File: src/rtl/alu_issue_arbiter_pkg.sv
// Shared widths, opcode constants and the issue-register record for the ALU
// issue arbiter.
package alu_issue_arbiter_pkg;

  localparam int ROB_ID_W = 5;
  localparam int TYPE_W   = 7;
  localparam int OP_W     = 4;
  localparam int XLEN     = 32;

  localparam logic [TYPE_W-1:0] OP_RTYPE  = 7'b0110011;
  localparam logic [TYPE_W-1:0] OP_BRANCH = 7'b1100011;

  // One issued instruction as presented to the ALU
  typedef struct packed {
    logic [ROB_ID_W-1:0] rob_id;
    logic [TYPE_W-1:0]   opcode;
    logic [OP_W-1:0]     funct;
    logic [XLEN-1:0]     v1;
    logic [XLEN-1:0]     v2;
  } issue_t;

endpackage

File: src/rtl/alu_issue_arbiter_rr_picker.sv
// Combinational round-robin picker: finds the first set request starting at
// ptr and wrapping at NREQ. The request vector is rotated by ptr through a
// doubled copy, so no index ever leaves 0..NREQ-1.
module rr_picker #(
  parameter int NREQ  = 4,
  parameter int PTR_W = 3
) (
  input  logic [NREQ-1:0]  req,
  input  logic [PTR_W-1:0] ptr,
  output logic [NREQ-1:0]  grant,
  output logic [PTR_W-1:0] winner,
  output logic             any
);

  logic [2*NREQ-1:0] req_rot2_s;
  logic [NREQ-1:0]   req_rot_s;
  logic [NREQ-1:0]   sel_rot_s;
  logic [2*NREQ-1:0] grant2_s;
  logic [PTR_W-1:0]  offset_s;
  logic [PTR_W:0]    sum_s;
  logic              found_s;

  assign req_rot2_s = {req, req} >> ptr;
  assign req_rot_s  = req_rot2_s[NREQ-1:0];
  assign any        = |req;

  // Lowest set bit of the rotated vector is the round-robin winner
  always_comb begin
    sel_rot_s = '0;
    offset_s  = '0;
    found_s   = 1'b0;
    for (int k = 0; k < NREQ; k++) begin
      if (!found_s && req_rot_s[k]) begin
        sel_rot_s[k] = 1'b1;
        offset_s     = PTR_W'(k);
        found_s      = 1'b1;
      end else begin
        found_s = found_s;
      end
    end
  end

  // Rotate the one-hot back into bank order and form the winner index mod NREQ
  always_comb begin
    grant2_s = {{NREQ{1'b0}}, sel_rot_s} << ptr;
    grant    = grant2_s[NREQ-1:0] | grant2_s[2*NREQ-1:NREQ];
    sum_s    = {1'b0, ptr} + {1'b0, offset_s};
    if (sum_s >= (PTR_W+1)'(NREQ)) begin
      winner = PTR_W'(sum_s - (PTR_W+1)'(NREQ));
    end else begin
      winner = PTR_W'(sum_s);
    end
  end

endmodule

File: src/rtl/alu_issue_arbiter.sv
// ALU issue arbiter: round-robin selection among NREQ reservation-station
// banks into a one-entry issue register with ALU backpressure.
// Optional macro ALU_ISSUE_PERF_EN adds issue/stall performance counters.
module alu_issue_arbiter
  import alu_issue_arbiter_pkg::*;
#(
  parameter int NREQ  = 4,
  parameter int PTR_W = 3
) (
  input  logic                     clk_in,
  input  logic                     rst_n_in,
  input  logic                     rdy_in,
  input  logic                     _clear,
  input  logic [NREQ-1:0]          _req_valid,
  input  logic [ROB_ID_W*NREQ-1:0] _req_rob_id,
  input  logic [TYPE_W*NREQ-1:0]   _req_type,
  input  logic [OP_W*NREQ-1:0]     _req_op,
  input  logic [XLEN*NREQ-1:0]     _req_v1,
  input  logic [XLEN*NREQ-1:0]     _req_v2,
  output logic [NREQ-1:0]          _req_grant,
  input  logic                     _alu_full,
  output logic                     _alu_ready,
  output logic [ROB_ID_W-1:0]      _alu_rob_id,
  output logic [TYPE_W-1:0]        _alu_type,
  output logic [OP_W-1:0]          _alu_op,
  output logic [XLEN-1:0]          _alu_v1,
  output logic [XLEN-1:0]          _alu_v2
`ifdef ALU_ISSUE_PERF_EN
  ,
  output logic [31:0]              _perf_issue_cnt,
  output logic [31:0]              _perf_stall_cnt
`endif
);

  logic             valid_r;
  logic [PTR_W-1:0] ptr_r;
  issue_t           issue_r;

  logic [NREQ-1:0]  pick_grant_s;
  logic [PTR_W-1:0] winner_s;
  logic             any_s;
  logic             accept_s;
  logic             slot_free_s;
  logic             grant_en_s;
  logic [PTR_W-1:0] ptr_next_s;
  issue_t           pick_s;

  rr_picker #(.NREQ(NREQ), .PTR_W(PTR_W)) u_picker (
    .req    (_req_valid),
    .ptr    (ptr_r),
    .grant  (pick_grant_s),
    .winner (winner_s),
    .any    (any_s)
  );

  assign accept_s    = valid_r && !_alu_full && rdy_in;
  assign slot_free_s = !valid_r || accept_s;
  // Grant is gated by rst_n_in so banks never pop while reset is held
  assign grant_en_s  = rst_n_in && rdy_in && !_clear && slot_free_s && any_s;
  assign _req_grant  = grant_en_s ? pick_grant_s : {NREQ{1'b0}};
  assign _alu_ready  = valid_r && !_alu_full;

  assign _alu_rob_id = issue_r.rob_id;
  assign _alu_type   = issue_r.opcode;
  assign _alu_op     = issue_r.funct;
  assign _alu_v1     = issue_r.v1;
  assign _alu_v2     = issue_r.v2;

  // Unpack the winning bank's fields from the packed request buses
  always_comb begin
    pick_s = '0;
    for (int i = 0; i < NREQ; i++) begin
      if (winner_s == PTR_W'(i)) begin
        pick_s.rob_id = _req_rob_id[i*ROB_ID_W +: ROB_ID_W];
        pick_s.opcode = _req_type[i*TYPE_W +: TYPE_W];
        pick_s.funct  = _req_op[i*OP_W +: OP_W];
        pick_s.v1     = _req_v1[i*XLEN +: XLEN];
        pick_s.v2     = _req_v2[i*XLEN +: XLEN];
      end else begin
        pick_s = pick_s;
      end
    end
  end

  // Pointer advances past the winner and wraps at NREQ, not at 2^PTR_W
  always_comb begin
    if (winner_s == PTR_W'(NREQ - 1)) begin
      ptr_next_s = '0;
    end else begin
      ptr_next_s = winner_s + PTR_W'(1);
    end
  end

  // Issue register and round-robin pointer; clear flushes ahead of any grant
  always_ff @(posedge clk_in or negedge rst_n_in) begin
    if (!rst_n_in) begin
      valid_r <= 1'b0;
      ptr_r   <= '0;
      issue_r <= '0;
    end else if (_clear) begin
      valid_r <= 1'b0;
      ptr_r   <= '0;
    end else if (grant_en_s) begin
      valid_r <= 1'b1;
      ptr_r   <= ptr_next_s;
      issue_r <= pick_s;
    end else if (accept_s) begin
      valid_r <= 1'b0;
    end
  end

`ifdef ALU_ISSUE_PERF_EN
  // Free-running accept and stall counters, untouched by the flush
  always_ff @(posedge clk_in or negedge rst_n_in) begin
    if (!rst_n_in) begin
      _perf_issue_cnt <= 32'd0;
      _perf_stall_cnt <= 32'd0;
    end else begin
      if (accept_s) begin
        _perf_issue_cnt <= _perf_issue_cnt + 32'd1;
      end
      if (any_s && !slot_free_s && rdy_in) begin
        _perf_stall_cnt <= _perf_stall_cnt + 32'd1;
      end
    end
  end
`endif

endmodule

File: config.mk
export PLATFORM = sky130hd
export DESIGN_NAME = alu_issue_arbiter
export DESIGN_NICKNAME = d
export VERILOG_FILES = /design/src/rtl/alu_issue_arbiter_pkg.sv /design/src/rtl/alu_issue_arbiter_rr_picker.sv /design/src/rtl/alu_issue_arbiter.sv
export SDC_FILE = /design/constraint.sdc
export NUM_CORES = 1
export LEC_CHECK = 0
export BUFFER_PORTS_ARGS = -buffer_cell sky130_fd_sc_hd__buf_2
export CAP_MARGIN = 25
export CORE_AREA = 5 5 159 161
export DETAILED_ROUTE_END_ITERATION = 10
export DIE_AREA = 0 0 164 166
export PLACE_DENSITY = 0.61
export RECOVER_POWER = 50
export SYNTH_ARGS = -nofsm -noshare
export SYNTH_HDL_FRONTEND = slang
export SYNTH_SLANG_ARGS = --single-unit
File: constraint.sdc
create_clock -name clk_in -period 4.95 [get_ports clk_in]
set_input_delay 0.99 -clock clk_in [delete_from_list [all_inputs] [get_ports clk_in]]
set_output_delay 0.99 -clock clk_in [all_outputs]
set_load 0.02 [all_outputs]
Word level (Yosys, flattened, before mapping)
Cells that the tools add are included.
- word-level logic and storage cells: 60
- register bits: 84
- bitwise logic cells: 2
- shift operators: 2
- mux-type cells: 21
- $add $sub $neg: 3
- reductions and logical operators: 21
- order comparisons: 1
- equality and inequality tests: 3
- operators by type and width (operator ; number):
    80-bit 2-to-1 mux ; 4
    3-bit 2-to-1 mux ; 4
    1-bit 2-to-1 mux ; 10
    1-bit logical AND ; 9
    4-bit by 3-bit left shift with 8-bit output ; 1
    8-bit by 3-bit right shift with 4-bit output ; 1
    3-bit by 2-bit equality test with 1-bit output, second input constant ; 2
    1-bit zero test ; 6
    3-bit by 2-bit adder with 4-bit output ; 1
    4-bit by 3-bit greater-or-equal comparator with 1-bit output, second input constant ; 1
    2-bit 2-to-1 mux ; 2
    4-bit 2-to-1 mux ; 1
    4-bit OR ; 1
    4-bit OR reduction ; 1
    3-bit by 1-bit adder with 3-bit output, second input constant ; 1
    3-bit by 1-bit equality test with 1-bit output, second input constant ; 1
    3-bit zero test ; 1
    3-bit nonzero test ; 1
    3-bit subtractor, second input constant ; 1
    2-bit AND reduction ; 1
    2-bit nonzero test ; 1
    1-bit logical OR ; 1
    1-bit inverter ; 1

Longest topological paths before layout
- depth in word-level cells: 19
- mapped depth: 18
- mapped depth without buffers: 14

Modules after synthesis
A second synthesis with hierarchy kept.
- cells, all modules: 567
- area, all modules: 6043.3 um^2
- modules (own cells, without submodules) (module ; times used ; area an instance (um^2) ; seq. area each (um^2) ; cells an instance):
    alu_issue_arbiter ; 1 ; 5672.9 ; 2102.0 ; 516
    rr_picker ; 1 ; 370.4 ; 0.0 ; 51

Worst setup path after synthesis
No wires, ideal clock.
- kind: input to register
- from: in _req_valid[2]
- to: reg issue_r (netlist bit _alu_v2[20])
- data required time: 4.867 ns
- arrival: 3.899 ns
- library setup time: 0.083 ns
- stages: 17
- path slack: 0.968 ns
- cell sequence: or4b_1 -> o31a_2 -> nand2_1 -> nand2_1 -> nand2_1 -> ha_1 -> inv_1 -> fa_1 -> ha_1 -> clkbuf_1 -> nor2b_1 -> buf_2 -> clkbuf_1 -> a221oi_1 -> nor3_1 -> a21oi_1 -> o21ai_0
- word-level cells in the longest chain between the ends: 19
- ends and longest elaborated chain (what ; line ; source):
    start, declared ; alu_issue_arbiter.sv:14 ; input logic [NREQ-1:0] _req_valid,
    8-bit by 3-bit right shift with 4-bit output ; alu_issue_arbiter_rr_picker.sv:23 ; assign req_rot2_s = {req, req} >> ptr;
    1-bit 2-to-1 mux ; alu_issue_arbiter_rr_picker.sv:33 ; if (!found_s && req_rot_s[k]) begin
    1-bit zero test ; alu_issue_arbiter_rr_picker.sv:33 ;
    1-bit logical AND ; alu_issue_arbiter_rr_picker.sv:33 ;
    1-bit 2-to-1 mux ; alu_issue_arbiter_rr_picker.sv:33 ;
    1-bit zero test ; alu_issue_arbiter_rr_picker.sv:33 ;
    1-bit logical AND ; alu_issue_arbiter_rr_picker.sv:33 ;
    1-bit 2-to-1 mux ; alu_issue_arbiter_rr_picker.sv:33 ;
    1-bit zero test ; alu_issue_arbiter_rr_picker.sv:33 ;
    1-bit logical AND ; alu_issue_arbiter_rr_picker.sv:33 ;
    2-bit 2-to-1 mux ; alu_issue_arbiter_rr_picker.sv:33 ;
    3-bit by 2-bit adder with 4-bit output ; alu_issue_arbiter_rr_picker.sv:47 ; sum_s = {1'b0, ptr} + {1'b0, offset_s};
    4-bit by 3-bit greater-or-equal comparator with 1-bit output / 3-bit subtractor (equally long branches) ; alu_issue_arbiter_rr_picker.sv:48, alu_issue_arbiter_rr_picker.sv:49 ;
    3-bit 2-to-1 mux ; alu_issue_arbiter_rr_picker.sv:48 ; if (sum_s >= (PTR_W+1)'(NREQ)) begin
    3-bit zero test ; alu_issue_arbiter.sv:73 ; if (winner_s == PTR_W'(i)) begin
    80-bit 2-to-1 mux (4 in a row) ; alu_issue_arbiter.sv:73 ;
    end signal, assigned ; alu_issue_arbiter.sv:106 ; issue_r <= pick_s;
    end, declared ; alu_issue_arbiter.sv:37 ; issue_t issue_r;
Several ways; a longest one is shown, not always the timed one.
A chain may end at the register's enable or synchronous reset.

Worst setup path after layout
- from: in _req_valid[2]
- to: reg issue_r (netlist bit _alu_v2[0])
Same word-level chain as after synthesis.

==> results.md <==
- Status: finished, violations left
- Failing checks: max-capacitance violations, max-slew violations
- Met1 GRT Util: 20.0%
- DR vias: 6971
- Placed cell area: 8130 µm²
- PortBufs: 413
- Worst-Margin Slew: 2.16 ns
- WL final: 24100 µm
- CP Capture Type: flop
- Global Route Usage Sum: 16.6%
- Top_reg_cell synth: dfrtp_1
- Routed WL per cell: 16.9 µm
- CTS Hold Bufs: 0
- CP Class: in -> reg
- Post-route cell area: 8370 µm²
- Core ar.: 23800 µm²
- Post-synth net total: 1062
- CP arrival: 4.72 ns
- Gpl congestion: 0.886
- Met2 Use GR: 28.2%
- Grt ovf: 0
- Hold Path Cell Cnt: 2
- Router iterations before antenna repair: 6
- Register-to-Register Setup Slack: 0.69 ns
- Clock network fraction of total power: 20.7%
- CTS tree: built
- FFs w/ async S/R, synth: 100%
- Achievable clock frequency: 224 MHz
- Setup_tns: 0 ns
- R2R depth: 15
- Worst IR Drop VDD: 0.150 mV
- Switching Fraction: 43.3%
- Rel. slew slack: -43.8%
- Setup violators final: 0
- Grt met3 use: 4.12%
- Start of the worst register-to-register path: ptr_r[0]$_DFFE_PN0P_
- Clock buffer depth: 2
- Die Width: 164 µm
- Netlist cell types: 43
- Crit path from: _req_valid[2]
- Final core utilization: 35.1%
- Skew-Pair Late Insertion Delay: 0.35 ns
- Vias in the first global route: 7064
- Die H: 166 µm
- Yosys warns: 0
- Hold Startpoint: _alu_v1[28]$_DFFE_PN0P_
- Setup Fix Bufs, Post-CTS: 0
- Comb pwr share: 50.9%
- Required @ worst endpoint: 5.21 ns
- Reg power frac: 28.5%
- Core Rows: 57
- Vias per cell: 4.90
- Layout Skew: 0.0167 ns
- Htree depth: 3
- Syn Area/Cell: 7.86 µm²
- Switch Pwr: 1.65 mW
- Antenna violations before repair: 1
- Sequential area share after synthesis: 36.9%
- Pwr Total: 3.81 mW
- Nets@finish: 1431
- Clock root buffer master: clkbuf_16
- Full die area: 27200 µm²
- RSZ-0062 raised after global routing: false
- Worst Path Max Fanout: 25
- Synth Instances: 726
- Max cap viols: 1
- Pwr dens: 456 nW/µm²
- Number of DRC markers in iteration 0: 388
- Fin. Hold Viols: 0
- P_leak: 3.78 nW
- Tcrit/Tclk final: 90.0%
- CP Launch Type: primary input
- Mapped Area: 5700 µm²
- I/O pin count: 414
- Post-DP HPWL: 18000 µm
- First-pass GRT wire length: 36600 µm
- CTS clk-pin slew, worst paths: 0.06 ns
- Int Power: 2.16 mW
- Layout cell share with drive strength beyond 1: 34.5%
- HP Class: reg -> reg
- Clock Sinks: 84
- Post_cts resized: 0
- Largest net degree at the start of global routing: 85
- # DRC: 0
- GRT busiest layer: met2
- Num CTS Buffers: 9
- Synth Register Bits: 84
- Area grow syn2layout: 46.8%
- Starting density of the core: 23.9%
- Final ANT Viol Nets: 0
- Final slew viol count: 38
- Fin crit period: 4.46 ns
- Post-synth EDFFs: 0
cell type report:
type | instances | area [µm²]
repair buffers | 431 | 2170
well taps | 324 | 405
multi-input cells | 563 | 3330
diodes | 1 | 2.50
clock inverters | 4 | 97.6
clock buffers | 11 | 243
flip-flops and latches | 84 | 2100
inverters | 6 | 22.5
fillers | 2625 | 15400
per-stage QoR:
step / worst slack, ns / hold slack [ns] / std cells
global placement: 0.158 / 0.458 / 1407
finish: 0.493 / 0.475 / 1424
detailed placement: 0.0574 / 0.464 / 1407
CTS: 0.419 / 0.480 / 1422
global route: 0.0806 / 0.505 / 1424
floorplan: 0.968 / 0.484 / 726
metal layers:
layer  wire length, µm  part of all wire [%]
met4               716                   3.0
met3              2020                   8.4
met5                 0                     0
met2             11700                    48
met1              9670                    40
synthesized netlist by cell type (2+ instances only):
| cell type | number | area [µm²] |
|---|---|---|
| o21ai_1 | 4 | 20.0 |
| dfrtp_1 | 84 | 2100 |
| nor2_1 | 4 | 15.0 |
| or3_1 | 2 | 12.5 |
| and2b_2 | 2 | 17.5 |
| nor2b_1 | 83 | 519 |
| o221ai_1 | 2 | 17.5 |
| clkbuf_2 | 8 | 40.0 |
| a221oi_1 | 80 | 701 |
| buf_6 | 3 | 33.8 |
| ha_1 | 6 | 75.1 |
| buf_2 | 7 | 35.0 |
| nand3_1 | 8 | 40.0 |
| inv_1 | 6 | 22.5 |
| nand2_1 | 92 | 345 |
| clkbuf_1 | 56 | 210 |
| a21oi_1 | 84 | 420 |
| o21ai_0 | 80 | 400 |
| nand2b_1 | 6 | 37.5 |
| nor3_1 | 85 | 425 |
| o22ai_1 | 2 | 12.5 |
worst paths after layout:
kind                                      endpoint
hold reg to reg            _alu_v1[28]$_DFFE_PN0P_
setup / recovery            _alu_v2[0]$_DFFE_PN0P_
setup reg to reg            _alu_v2[0]$_DFFE_PN0P_
hold / removal             _alu_v1[28]$_DFFE_PN0P_
min in group asynchronous   _alu_op[0]$_DFFE_PN0P_
max in group asynchronous     ptr_r[2]$_DFFE_PN0P_
power by group through the flow:
stage / clock network (mW) / logic, mW / registers (mW)
4_1_cts: 0.820 / 2.02 / 1.08
6_report: 0.788 / 1.94 / 1.09
5_1_grt: 0.846 / 2.17 / 1.12
3_5_place_dp: 0 / 2.02 / 1.09
2_1_floorplan: 0 / 0.946 / 1.41
3_3_place_gp: 0 / 2.00 / 1.08
state kept, by name (all words and copies together) (netlist names):
name,count
_alu_rob_id,5
_alu_op,4
valid_r,1
_alu_type,7
_alu_v2,32
ptr_r,3
_alu_v1,32
critical path, cell delays in order:
cell and delay (ns):
buf_2 0.13, or4b_1 0.52, o31a_2 0.14, nand2_1 0.09
nand2_1 0.07, nand2_1 0.07, ha_1 0.16, inv_1 0.06
fa_1 0.60, ha_1 0.26, nor2b_4 0.61, buf_4 0.41
a221oi_1 0.12, nor3_1 0.29, a21oi_1 0.06, o21ai_0 0.14
kinds of logic (layout without fill, tap and decap cells):
logic type	count (synthesis)	count (layout)	synth area share (%)
simple gates	293	294	26.3
compound gates	262	262	29.1
flops	84	84	36.9
buf+inv	80	452	5.99
fa+ha+maj	7	7	1.67
other cells	0	1	0
cells in the final DEF, fill, tap and decap left out, types with 2 or more instances in the layout:
master,instances
and2b_2,2
o21ai_0,80
o221ai_1,2
nor2_1,4
nand2_1,92
o22ai_1,2
nor3_1,85
inv_1,6
a221oi_1,80
dfrtp_1,84
bufinv_16,3
buf_12,6
clkbuf_16,9
nand3_1,7
a21oi_1,84
buf_4,10
nand2b_1,6
ha_1,3
o21ai_1,4
ha_4,3
nor2b_1,82
clkbuf_1,82
or3_1,2
buf_2,332
Note: power is estimated with default switching activity, not from simulation.
